**src/rtl/vga_pkg.sv**
```systemverilog
// Shared constants for the 640x480 @ 60 Hz raster timing path.
// Default porch/sync widths, totals and coordinate widths.
package vga_pkg;

  localparam int CNT_W = 10;
  localparam int CNT_MAX = 1 << CNT_W;

  localparam int X_W = 10;
  localparam int Y_W = 9;

  localparam int D_WIDTH   = 640;
  localparam int D_H_FRONT = 16;
  localparam int D_H_SYNC  = 96;
  localparam int D_H_BACK  = 48;

  localparam int D_HEIGHT  = 480;
  localparam int D_V_FRONT = 10;
  localparam int D_V_SYNC  = 2;
  localparam int D_V_BACK  = 33;

  localparam int D_H_TOTAL =
    D_WIDTH + D_H_FRONT + D_H_SYNC + D_H_BACK;
  localparam int D_V_TOTAL =
    D_HEIGHT + D_V_FRONT + D_V_SYNC + D_V_BACK;

  typedef logic [CNT_W-1:0] cnt_t;

  // Sum of the four segments of one axis.
  function automatic int axis_total(
    input int vis,
    input int front,
    input int sync,
    input int back
  );
    return vis + front + sync + back;
  endfunction

endpackage

```
**src/rtl/vga_axis_counter.sv**
```systemverilog
// Modulo-N counter for one raster axis.
// Advances when enabled; o_wrap marks the N-1 -> 0 step.
module vga_axis_counter
  import vga_pkg::*;
#(
  parameter int N = 800
) (
  input  logic             i_clk,
  input  logic             i_rst_n,
  input  logic             i_en,
  output logic [CNT_W-1:0] o_count,
  output logic             o_wrap
);

  logic [CNT_W-1:0] r_count;
  logic             w_last;

  // Terminal count detection
  always_comb begin
    w_last = (r_count == CNT_W'(N - 1));
  end

  // Count register, wraps to zero after N-1
  always_ff @(posedge i_clk or negedge i_rst_n) begin
    if (!i_rst_n) begin
      r_count <= '0;
    end else if (i_en) begin
      if (w_last) r_count <= '0;
      else        r_count <= r_count + 1'b1;
    end
  end

  // Outputs
  always_comb begin
    o_count = r_count;
    o_wrap  = i_en & w_last;
  end

endmodule

```
**src/rtl/vga_timing_generator.sv**
```systemverilog
// Raster timing for the VGA display path on the pixel clock.
// Sync, active and end-of-frame are decoded from two counters.
module vga_timing_generator
  import vga_pkg::*;
#(
  parameter int WIDTH   = D_WIDTH,
  parameter int HEIGHT  = D_HEIGHT,
  parameter int H_FRONT = D_H_FRONT,
  parameter int H_SYNC  = D_H_SYNC,
  parameter int H_BACK  = D_H_BACK,
  parameter int V_FRONT = D_V_FRONT,
  parameter int V_SYNC  = D_V_SYNC,
  parameter int V_BACK  = D_V_BACK
) (
  input  logic           clk25,
  input  logic           reset,
  output logic           hSync,
  output logic           vSync,
  output logic           active,
  output logic           screenEnd,
  output logic [X_W-1:0] x,
  output logic [Y_W-1:0] y
);

  localparam int H_TOTAL =
    axis_total(WIDTH, H_FRONT, H_SYNC, H_BACK);
  localparam int V_TOTAL =
    axis_total(HEIGHT, V_FRONT, V_SYNC, V_BACK);

  localparam int HS_BEG = WIDTH + H_FRONT;
  localparam int HS_END = HS_BEG + H_SYNC;
  localparam int VS_BEG = HEIGHT + V_FRONT;
  localparam int VS_END = VS_BEG + V_SYNC;

  // Totals above CNT_MAX would alias inside the 10-bit counters.
  localparam bit SIZE_OK =
    (H_TOTAL <= CNT_MAX) && (V_TOTAL <= CNT_MAX);

  cnt_t w_h_count;
  cnt_t w_v_count;
  logic w_h_wrap;
  logic w_v_wrap_unused;
  logic w_h_vis;
  logic w_v_vis;
  logic w_h_sync;
  logic w_v_sync;

  vga_axis_counter #(
    .N (H_TOTAL)
  ) u_h_cnt (
    .i_clk   (clk25),
    .i_rst_n (reset),
    .i_en    (1'b1),
    .o_count (w_h_count),
    .o_wrap  (w_h_wrap)
  );

  vga_axis_counter #(
    .N (V_TOTAL)
  ) u_v_cnt (
    .i_clk   (clk25),
    .i_rst_n (reset),
    .i_en    (w_h_wrap),
    .o_count (w_v_count),
    .o_wrap  (w_v_wrap_unused)
  );

  // Region decode on the raw counters
  always_comb begin
    w_h_vis  = (w_h_count < CNT_W'(WIDTH));
    w_v_vis  = (w_v_count < CNT_W'(HEIGHT));
    w_h_sync = (w_h_count >= CNT_W'(HS_BEG)) &&
               (w_h_count <  CNT_W'(HS_END));
    w_v_sync = (w_v_count >= CNT_W'(VS_BEG)) &&
               (w_v_count <  CNT_W'(VS_END));
  end

  // Output decode; zero latency from counter state
  always_comb begin
    active    = w_h_vis & w_v_vis;
    hSync     = ~w_h_sync;
    vSync     = ~w_v_sync;
    screenEnd = (w_h_count == '0) &&
                (w_v_count == CNT_W'(HEIGHT));
    x         = w_h_count[X_W-1:0];
    y         = w_v_count[Y_W-1:0];
  end

  if (!SIZE_OK) begin : g_size_bad
    $error("vga_timing_generator: total exceeds counter range");
  end

endmodule

```
**config.mk**
```make
export PLATFORM = sky130hd
export DESIGN_NAME = vga_timing_generator
export DESIGN_NICKNAME = d
export VERILOG_FILES = /design/src/rtl/vga_pkg.sv /design/src/rtl/vga_axis_counter.sv /design/src/rtl/vga_timing_generator.sv
export SDC_FILE = /design/constraint.sdc
export NUM_CORES = 1
export LEC_CHECK = 0
export ABC_AREA = 0
export BUFFER_PORTS_ARGS = -buffer_cell sky130_fd_sc_hd__buf_2
export CAP_MARGIN = 5
export CORE_AREA = 2 2 45 77
export CTS_CLUSTER_DIAMETER = 120
export DETAILED_ROUTE_END_ITERATION = 7
export DIE_AREA = 0 0 47 79
export GPL_ROUTABILITY_DRIVEN = 0
export PLACE_DENSITY = 0.57
export SLEW_MARGIN = 20
export SYNTH_ARGS = -nofsm -noshare
export SYNTH_HDL_FRONTEND = slang
export SYNTH_SLANG_ARGS = --single-unit
export TNS_END_PERCENT = 1
```
**constraint.sdc**
```tcl
create_clock -name clk25 -period 4.5 [get_ports clk25]
set_input_delay 0.45 -clock clk25 [delete_from_list [all_inputs] [get_ports clk25]]
set_output_delay 0.45 -clock clk25 [all_outputs]
set_load 0.005 [all_outputs]
```
==> results.py, run 1 <==
metrics = {
    "outcome": {
        "status": "finished clean",
    },
    "cts": {
        "cts_buffer_depth": 2,
        "clock_sink_count": 20,
        "htreeDepth": 1,
        "postCtsSetupBuffers": 0,
        "path_clk_slew_ps": 70,
        "root_buffer": "clkbuf_8",
        "cts_resized": 0,
        "cts_buffers": 3,
        "clock_latency_ps": 260,
        "cts_tree": "done",
        "holdBufCountCts": 0,
    },
    "yosys": {
        "synth_most_common_cell": "dfrtp_1",
        "ys_seq_area_share_pct": 42.4,
        "synth_flop_cell": "dfrtp_1",
        "ys_ff_latch": 20,
        "synth_top_area_share_pct": 42.4,
        "synthTopCellsByArea": "dfrtp_1, buf_4, xnor2_1, ha_1, nor2_1",
        "synthTopCellsByCount": "dfrtp_1, nor2_1, buf_4",
        "postSynthCellCount": 117,
        "avgSynthCellArea_sq_um": 10.1,
        "synth_edf_count": 0,
        "async_flop_share_pct": 100,
        "yosysUniqueCellTypes": 37,
        "synth_fp_nets": 123,
        "synth_area_sq_um": 1180,
        "netlist.top_cell.by_area": "dfrtp_1",
        "yosys_warnings": 0,
    },
    "power": {
        "p_sw_share_pct": 19.8,
        "seqPwrFrac_pct": 55.9,
        "power_density_nw_per_um2": 244,
        "clock_power_share_pct": 42.9,
        "power_leakage_nw": 0.636,
        "peakVddDrop_v": 0.000161,
        "p_int_w": 0.000258,
        "switchingPower_w": 0.0000635,
        "pwr-share-comb_pct": 1.2,
    },
    "timing": {
        "fin_crit_sh_pct": 47.2,
        "worst_pin_slew_ps": 466,
        "setup_tns_ps": 0,
        "slew_violations": 0,
        "period_minus_slack_ps": 2120,
        "rsz0062_at_grt": "no",
        "timing.final.ws_setup_ps": 2380,
        "finClkSkew_ps": 1.78,
        "slew_headroom_pct": 69.0,
        "hold_viol": 0,
        "setup_viol": 0,
        "timing.fmax_mhz": 471,
    },
    "critical_path": {
        "reg2reg_from": "u_h_cnt.o_count[0]$_DFF_PN0_",
        "worst_setup_path_end_kind": "output port",
        "path_cells": "and3_2 > nand2_1 > nor4_1 > and4_1 > buf_2",
        "reg2reg_slack_ps": 2590,
        "slowest_stage": "dfrtp_1",
        "max_stage_delay_ps": 430,
        "crit_type": "reg2out",
        "start_kind": "register",
        "rr_endpoint": "u_v_cnt.o_count[9]$_DFFE_PN0N_",
        "crit_path_max_fanout": 6,
        "r2r_cells": 5,
        "required_ps": 4050,
        "cp.arrival_ps": 1670,
    },
    "grt": {
        "grt_max_degree": 21,
        "gr-total-overflow": 0,
        "grt_pass1_vias": 983,
        "track_usage_pct": 16.2,
        "grt_pass1_wl_microns": 4460,
        "antenna_found_initial": 0,
    },
    "place": {
        "post-place-ws_ps": 2600,
        "io_buffers": 24,
        "hpwlAfterDp_microns": 1880,
    },
    "die": {
        "die_area_sq_um": 3710,
        "start_util_pct": 38.0,
        "core_area_sq_um": 3110,
        "chipWidth_microns": 47,
        "rows": 27,
        "ios": 25,
        "die_y_microns": 79,
    },
    "detailed_routing": {
        "wl_per_cell_microns": 14.5,
        "dr_total_vias": 930,
        "drt_wl_total_microns": 2560,
        "ant_nets": 0,
        "drt_pass1_iterations": 4,
        "drc_errors": 0,
        "first_iter_violations": 24,
        "via_per_inst": 5.28,
    },
    "layout": {
        "syn_to_final_growth_pct": 11.5,
        "final_nets": 140,
        "fill_cells": 336,
        "drive_above_1_share_pct": 30.8,
        "antenna_cells": 0,
        "multi_input_area_sq_um": 563,
        "regArea_sq_um": 500,
    },
    "run": {
        "cap_viol_max_count": 0,
    },
    "hold_path": {
        "min_path_type": "in2async",
    },
}
## logic make-up (layout without fill, tap and decap cells)
kind of cell	count (synthesis)	after routing	synth area share, %
buf+inv	18	34	9.86
xor+xnor	10	10	7.42
compound gates	12	12	7.00
mux	2	2	1.91
flops	20	20	42.4
simple gates	51	51	27.1
fa+ha+maj	4	4	4.24
## how the worst max path moves through the flow
stage	slack, ps	start	cells after the start	to
global placement	2690	u_h_cnt.o_count[0]$_DFF_PN0_	5	u_v_cnt.o_count[9]$_DFFE_PN0N_
finish	2380	u_v_cnt.o_count[5]$_DFFE_PN0N_	5	screenEnd
global route	2300	u_v_cnt.o_count[5]$_DFFE_PN0N_	5	screenEnd
CTS	2400	u_v_cnt.o_count[5]$_DFFE_PN0N_	5	screenEnd
detailed placement	2600	u_h_cnt.o_count[0]$_DFF_PN0_	5	u_v_cnt.o_count[9]$_DFFE_PN0N_
floorplan	2750	u_h_cnt.o_count[5]$_DFF_PN0_	5	u_v_cnt.o_count[9]$_DFFE_PN0N_
## per-stage QoR
| step | power (W) | instance area, sq um | cells | hold WS, ps | utilization (%) |
|---|---|---|---|---|---|
| global placement | 0.000187 | 1260 | 172 | 433 | 40.5 |
| finish | 0.000321 | 1320 | 176 | 134 | 42.3 |
| CTS | 0.000325 | 1320 | 176 | 159 | 42.3 |
| floorplan | 0.000183 | 1180 | 117 | 154 | - |
| detailed placement | 0.000187 | 1260 | 172 | 443 | 40.5 |
| global route | 0.000334 | 1320 | 176 | 168 | 42.3 |
## power groups by stage
stage                     clock, W  combinational, W  sequential [W]
after floorplan                  0    0.000000000292        0.000183
after global placement           0        0.00000417        0.000183
after detailed placement         0        0.00000434        0.000183
after CTS                 0.000142        0.00000431        0.000179
after global routing      0.000150        0.00000465        0.000180
final                     0.000138        0.00000380        0.000180
## routing by layer
layer,vias to the layer above,part of all wire [%],GRT usage [%]
li1,443,-,-
met1,444,41,18.9
met2,32,51,27.3
met3,11,4.0,2.27
met4,0,3.8,8.33
met5,-,0,0
## layout make-up
cell class              instances  share of cell area (%)
clock buffers                   4                    4.19
multi-input cells              79                    42.8
well taps                      43                    4.09
repair buffers                 24                    9.13
inverters                       6                    1.71
flip-flops and latches         20                    38.1
## flip-flops by register name, indices dropped and copies added (netlist names)
signal	count
u_h_cnt.o_count	10
u_v_cnt.o_count	10
## critical path, delay by kind of cell, from the launching register on
kind                   cells  cell delay, ps
AND/OR/NAND/NOR            4             880
flip-flops                 1             430
buffers and inverters      1             110
## cells in the final DEF (no fill, tap or decap), drive strengths merged, types with 3 or more instances in the layout
| cell type | synthesis | routed |
|---|---|---|
| dfrtp | 20 | 20 |
| ha | 4 | 4 |
| nand3 | 8 | 8 |
| nand2 | 5 | 5 |
| nor2 | 11 | 11 |
| nand4 | 7 | 7 |
| and3 | 4 | 4 |
| clkbuf | 1 | 4 |
| buf | 11 | 24 |
| nor3 | 3 | 3 |
| inv | 6 | 6 |
| xnor2 | 7 | 7 |
| o21ai | 3 | 3 |
| xor2 | 3 | 3 |
| a21oi | 3 | 3 |
Power figures use the tool's default switching activity.
==> run 2, diff against run 1 <==
--- a/config.mk
+++ b/config.mk
@@ -5,13 +5,13 @@
 export SDC_FILE = /design/constraint.sdc
 export NUM_CORES = 1
 export LEC_CHECK = 0
-export ABC_AREA = 0
+export ABC_AREA = 1
 export BUFFER_PORTS_ARGS = -buffer_cell sky130_fd_sc_hd__buf_2
 export CAP_MARGIN = 5
-export CORE_AREA = 2 2 45 77
+export CORE_AREA = 2 2 46 80
 export CTS_CLUSTER_DIAMETER = 120
 export DETAILED_ROUTE_END_ITERATION = 7
-export DIE_AREA = 0 0 47 79
+export DIE_AREA = 0 0 48 82
 export GPL_ROUTABILITY_DRIVEN = 0
 export PLACE_DENSITY = 0.57
 export SLEW_MARGIN = 20
==> constraint.sdc (replaced) <==
create_clock -name clk25 -period 2 [get_ports clk25]
set_input_delay 0.2 -clock clk25 [delete_from_list [all_inputs] [get_ports clk25]]
set_output_delay 0.2 -clock clk25 [all_outputs]
set_load 0.005 [all_outputs]
==> run 2 against run 1 <==
  * Synthesized area rose by 8.0%
  * Count of clock-buffer cells in the layout fell by 1
  * Sequential share of layout area fell by 2.9 points
  * Cell count rose by 31%
  * Critical path type unchanged
==> results.py, run 2 <==
metrics = {
    "detailed_routing": {
        "wl_per_cell_microns": 13.2,
        "m1WireLength_microns": 1190,
        "routed.top_layer": "met4",
        "dr_wl_met2_microns": 1700,
        "ant_nets": 0,
        "drt_wl_total_microns": 3050,
        "dr_total_vias": 1143,
        "drc_errors": 0,
        "via_per_inst": 4.95,
        "wl_met3_microns": 95,
        "first_iter_violations": 37,
        "drt_pass1_iterations": 4,
    },
    "run": {
        "cap_viol_max_count": 0,
    },
    "yosys": {
        "avgSynthCellArea_sq_um": 7.58,
        "synthTopCellsByCount": "nand2_1, inv_1, nor2_1",
        "synth_edf_count": 0,
        "netlist.top_cell.by_area": "dfrtp_1",
        "synth_most_common_cell": "nand2_1",
        "ys_seq_area_share_pct": 39.3,
        "yosysUniqueCellTypes": 24,
        "ys_ff_latch": 20,
        "synth_area_sq_um": 1270,
        "synth_fp_nets": 174,
        "async_flop_share_pct": 100,
        "yosys_warnings": 0,
        "postSynthCellCount": 168,
        "synth_flop_cell": "dfrtp_1",
        "synth_top_area_share_pct": 39.3,
        "synthTopCellsByArea": "dfrtp_1, nand2_1, inv_1, nor2_1, nand4_1",
    },
    "cts": {
        "cts_buffers": 3,
        "postCtsSetupBuffers": 0,
        "clock_sink_count": 20,
        "path_clk_slew_ps": 70,
        "root_buffer": "clkbuf_8",
        "clock_latency_ps": 250,
        "htreeDepth": 1,
        "cts_tree": "done",
        "cts_buffer_depth": 2,
    },
    "power": {
        "power_leakage_nw": 0.679,
        "power_density_nw_per_um2": 472,
        "totalPowerFinal_w": 0.000673,
        "peakVddDrop_v": 0.000386,
    },
    "timing": {
        "timing.fmax_mhz": 544,
        "worst_hold_slack_ps": 440,
        "finClkSkew_ps": 3.01,
        "rsz0062_at_grt": "no",
        "worst_pin_slew_ps": 474,
        "fin_crit_sh_pct": 91.9,
        "period_minus_slack_ps": 1840,
        "slew_violations": 0,
        "hold_viol": 0,
        "slew_headroom_pct": 68.4,
        "setup_tns_ps": 0,
        "setup_viol": 0,
    },
    "outcome": {
        "status": "finished clean",
    },
    "die": {
        "start_util_pct": 38.3,
        "chipWidth_microns": 48,
        "die_y_microns": 82,
        "core_area_sq_um": 3330,
        "rows": 28,
        "die_area_sq_um": 3940,
        "ios": 25,
    },
    "grt": {
        "antenna_found_initial": 0,
        "grt_pass1_vias": 1114,
        "grt_pass1_wl_microns": 4960,
        "grt_max_degree": 21,
        "track_usage_pct": 17.9,
        "gr-total-overflow": 0,
    },
    "critical_path": {
        "start_kind": "register",
        "crit_type": "reg2out",
        "crit_path_max_fanout": 6,
        "required_ps": 1800,
        "cp.arrival_ps": 1640,
        "worst_setup_path_end_kind": "output port",
    },
    "layout": {
        "final_nets": 194,
        "drive_above_1_share_pct": 20.4,
        "antenna_cells": 0,
        "final_cell_mix": "nand2_1, buf_2, inv_1",
        "fin_util_pct": 42.9,
        "design_area_sq_um": 1430,
        "syn_to_final_growth_pct": 12.0,
        "layout_commonest_cell": "nand2_1",
        "fill_cells": 355,
    },
    "place": {
        "place_area_sq_um": 1370,
        "hpwlAfterDp_microns": 2400,
        "io_buffers": 24,
    },
    "hold_path": {
        "min_path_type": "in2async",
    },
}
## run 2: changes by cell type after synthesis, sizes merged, moves of 4 or more
cell / change
xnor2: -5
o21ai: +8
nand4: +4
and3: -4
nor2: +15
nand2: +30
inv: +18
## run 2: stage by stage
step                cells  setup WS, ps
floorplan             168           554
global placement      227           312
detailed placement    227           216
CTS                   231          63.9
global route          231          10.6
finish                231           162
## run 2: power breakdown
part           total [W]  internal [W]  leakage (nW)  switching [W]
clock network   0.000259      0.000134        0.0216       0.000125
logic          0.0000102    0.00000198         0.394     0.00000825
registers       0.000404      0.000404         0.263              0
total           0.000673      0.000540         0.679       0.000134
## run 2: worst paths after layout
path | cells past startpoint | from | slack [ps] | endpoint
worst max-delay path | 5 | u_v_cnt.o_count[6]$_DFFE_PN0N_ | 160 | screenEnd
worst min-delay path | 2 | reset | 440 | u_h_cnt.o_count[5]$_DFF_PN0_
worst max register to register | 8 | u_h_cnt.o_count[0]$_DFF_PN0_ | 220 | u_v_cnt.o_count[5]$_DFFE_PN0N_
worst min register to register | 1 | u_h_cnt.o_count[0]$_DFF_PN0_ | 580 | u_h_cnt.o_count[0]$_DFF_PN0_
max in group asynchronous | 2 | reset | 1210 | u_v_cnt.o_count[5]$_DFFE_PN0N_
min in group clk25 | 1 | u_h_cnt.o_count[0]$_DFF_PN0_ | 580 | u_h_cnt.o_count[0]$_DFF_PN0_
## run 2: cells by family after synthesis
group                    count (synthesis)  share of synthesized area [%]
AO/OA/AOI/OAI                           13                           5.50
adder cells (fa/ha/maj)                  4                           3.93
flip-flops                              20                           39.3
XOR/XNOR                                 8                           5.50
buffers and inverters                   34                           13.3
AND/OR/NAND/NOR                         89                           32.5
## run 2: metal layers
layer  up-vias  global-route usage, %
li1        570                      -
met1       534                   20.7
met2        33                   30.9
met3         6                   1.98
met4         0                   8.11
met5         -                      0
## run 2: repair_timing
| item | in CTS | in global routing |
|---|---|---|
| hold endpoints to repair | 20 | 0 |
| hold buffers | 1 | 0 |
| setup endpoints to repair | 0 | 1 |
| gates resized for setup | 0 | 2 |
## run 2: worst max-delay path, cell delays in order (launching register included)
cell	delay (ps)
dfrtp_1	450
nand2_1	120
nor2_2	230
nand2_1	80
nor4_1	320
buf_2	180
## run 2: final cells by class
type / instances / area (sq um) / share of cell area, %
Tap cell: 45 / 56.3 / 3.95
Timing Repair Buffer: 25 / 130 / 9.12
Sequential cell: 20 / 502 / 35.2
Multi-Input combinational cell: 114 / 607 / 42.5
Inverter: 24 / 90.1 / 6.32
Clock buffer: 3 / 41.3 / 2.89
==> run 3, diff against run 2 <==
--- a/config.mk
+++ b/config.mk
@@ -8,12 +8,12 @@
 export ABC_AREA = 1
 export BUFFER_PORTS_ARGS = -buffer_cell sky130_fd_sc_hd__buf_2
 export CAP_MARGIN = 5
-export CORE_AREA = 2 2 46 80
+export CORE_AREA = 2 2 53 92
 export CTS_CLUSTER_DIAMETER = 120
 export DETAILED_ROUTE_END_ITERATION = 7
-export DIE_AREA = 0 0 48 82
+export DIE_AREA = 0 0 55 94
 export GPL_ROUTABILITY_DRIVEN = 0
-export PLACE_DENSITY = 0.57
+export PLACE_DENSITY = 0.45
 export SLEW_MARGIN = 20
 export SYNTH_ARGS = -nofsm -noshare
 export SYNTH_HDL_FRONTEND = slang
==> run 3 against run 2 <==
  * Die area rose by 31%
  * Count of clock-buffer cells in the layout unchanged
  * Worst hold slack lost 24 ps
  * Sequential share of layout area shrank 0.96 points
  * Core utilization decreased by 9.6 points
  * Clock skew increased by 2.6 ps
  * Power increased by 22%
  * Via count rose by 0.35%
  * First-iteration DRC count is 32% lower
  * Register-to-register slack worse by 20 ps
  * Critical path type unchanged
  * Highest routed layer unchanged
==> results.py, run 3 (synthesized netlist as in run 2, its figures left out) <==
metrics = {
    "timing": {
        "setup_tns_ps": 0,
        "setup_viol": 0,
        "slew_headroom_pct": 69.2,
        "timing.final.ws_setup_ps": 171,
        "rsz0062_at_grt": "no",
        "fin_crit_sh_pct": 91.4,
        "worst_hold_slack_ps": 416,
        "finClkSkew_ps": 5.60,
        "period_minus_slack_ps": 1830,
        "slew_violations": 0,
        "hold_viol": 0,
        "worst_pin_slew_ps": 462,
        "timing.fmax_mhz": 547,
    },
    "grt": {
        "grt_pass1_vias": 1175,
        "grt_pass1_wl_microns": 5220,
        "gr-total-overflow": 0,
        "antenna_found_initial": 0,
        "track_usage_pct": 13.8,
        "grt_max_degree": 21,
    },
    "layout": {
        "fill_cells": 497,
        "multi_input_area_sq_um": 607,
        "final_cell_mix": "nand2_1, buf_2, inv_1",
        "design_area_sq_um": 1460,
        "regArea_sq_um": 500,
        "syn_to_final_growth_pct": 14.8,
        "fin_cells": 238,
        "layout_commonest_cell": "nand2_1",
        "final_nets": 194,
        "antenna_cells": 0,
        "drive_above_1_share_pct": 20.3,
    },
    "die": {
        "core_area_sq_um": 4400,
        "die_y_microns": 94,
        "ios": 25,
        "die_area_sq_um": 5170,
        "chipWidth_microns": 55,
        "start_util_pct": 28.9,
        "rows": 32,
    },
    "cts": {
        "cts_tree": "done",
        "htreeDepth": 1,
        "cts_buffers": 3,
        "clock_latency_ps": 260,
        "root_buffer": "clkbuf_8",
        "cts_buffer_depth": 2,
        "path_clk_slew_ps": 80,
        "postCtsSetupBuffers": 0,
        "clock_sink_count": 20,
    },
    "critical_path": {
        "cp.arrival_ps": 1630,
        "crit_path_max_fanout": 6,
        "worst_setup_path_end_kind": "output port",
        "crit_type": "reg2out",
        "path_cells": "nand2_1 > nor2_2 > nand2_1 > nor4_1 > buf_2",
        "max_stage_delay_ps": 460,
        "crit_top_cell": "nand2_1",
        "start_kind": "register",
        "required_ps": 1800,
        "slowest_stage": "dfrtp_1",
    },
    "detailed_routing": {
        "dr_total_vias": 1147,
        "drt_pass1_iterations": 4,
        "wl_per_cell_microns": 13.1,
        "drc_errors": 0,
        "first_iter_violations": 25,
        "via_per_inst": 4.82,
        "ant_nets": 0,
        "drt_wl_total_microns": 3110,
    },
    "power": {
        "power_leakage_nw": 0.695,
        "peakVddDrop_v": 0.000382,
        "power_density_nw_per_um2": 563,
    },
    "outcome": {
        "status": "finished clean",
    },
    "place": {
        "hpwlAfterDp_microns": 2460,
        "io_buffers": 24,
        "post-place-ws_ps": 220,
        "place_area_sq_um": 1380,
        "dp.cells": 233,
    },
    "hold_path": {
        "min_path_type": "in2async",
    },
    "run": {
        "cap_viol_max_count": 0,
    },
}
run 3: routing by layer:
layer	global-route usage [%]	routed length [microns]	vias up
met2	23.7	1670	33
met1	15.9	1240	539
li1	-	-	567
met4	6.50	80	0
met3	2.07	110	8
met5	0	0	-
run 3: timing repair:
item | 4_1_cts | 5_1_grt
hold endpoints to repair | 20 | 0
hold buffers | 1 | 0
endpoints found under the setup margin | 0 | 1
gates resized for setup | 0 | 1
run 3: path summary, 6_finish.rpt:
check | slack [ps] | from | depth (start not counted) | to
worst min register to register | 580 | u_h_cnt.o_count[0]$_DFF_PN0_ | 1 | u_h_cnt.o_count[0]$_DFF_PN0_
max in group asynchronous | 1270 | reset | 2 | u_v_cnt.o_count[4]$_DFFE_PN0N_
worst max register to register | 200 | u_h_cnt.o_count[0]$_DFF_PN0_ | 8 | u_v_cnt.o_count[6]$_DFFE_PN0N_
min in group clk25 | 580 | u_h_cnt.o_count[0]$_DFF_PN0_ | 1 | u_h_cnt.o_count[0]$_DFF_PN0_
worst min-delay path | 420 | reset | 2 | u_v_cnt.o_count[3]$_DFFE_PN0N_
worst max-delay path | 170 | u_v_cnt.o_count[5]$_DFFE_PN0N_ | 5 | screenEnd
run 3: area by class of cell:
type,instances,area share (%)
clock inverters,1,2.05
inverters,24,6.16
well taps,51,4.36
multi-input cells,114,41.5
flip-flops and latches,20,34.2
repair buffers,25,8.90
clock buffers,3,2.82
run 3: worst max-delay path: cells and delay by family, from the launching register on:
family                 cells  cell delay (ps)
buffers and inverters      1              160
DFF                        1              460
and+or+nand+nor            4              740
run 3: power breakdown:
part	internal, W	leakage (nW)	total [W]	switching [W]
clock	0.000267	0.0357	0.000409	0.000142
sequential	0.000404	0.265	0.000404	0
combinational	0.00000197	0.394	0.00000998	0.00000801
run 3: metrics by stage:
| stage | util [%] | total power (W) |
|---|---|---|
| 2_1_floorplan | - | 0.000412 |
| 3_3_place_gp | 31.3 | 0.000422 |
| 3_5_place_dp | 31.3 | 0.000422 |
| 4_1_cts | 33.2 | 0.000831 |
| 5_1_grt | 33.2 | 0.000853 |
| 6_report | 33.2 | 0.000823 |
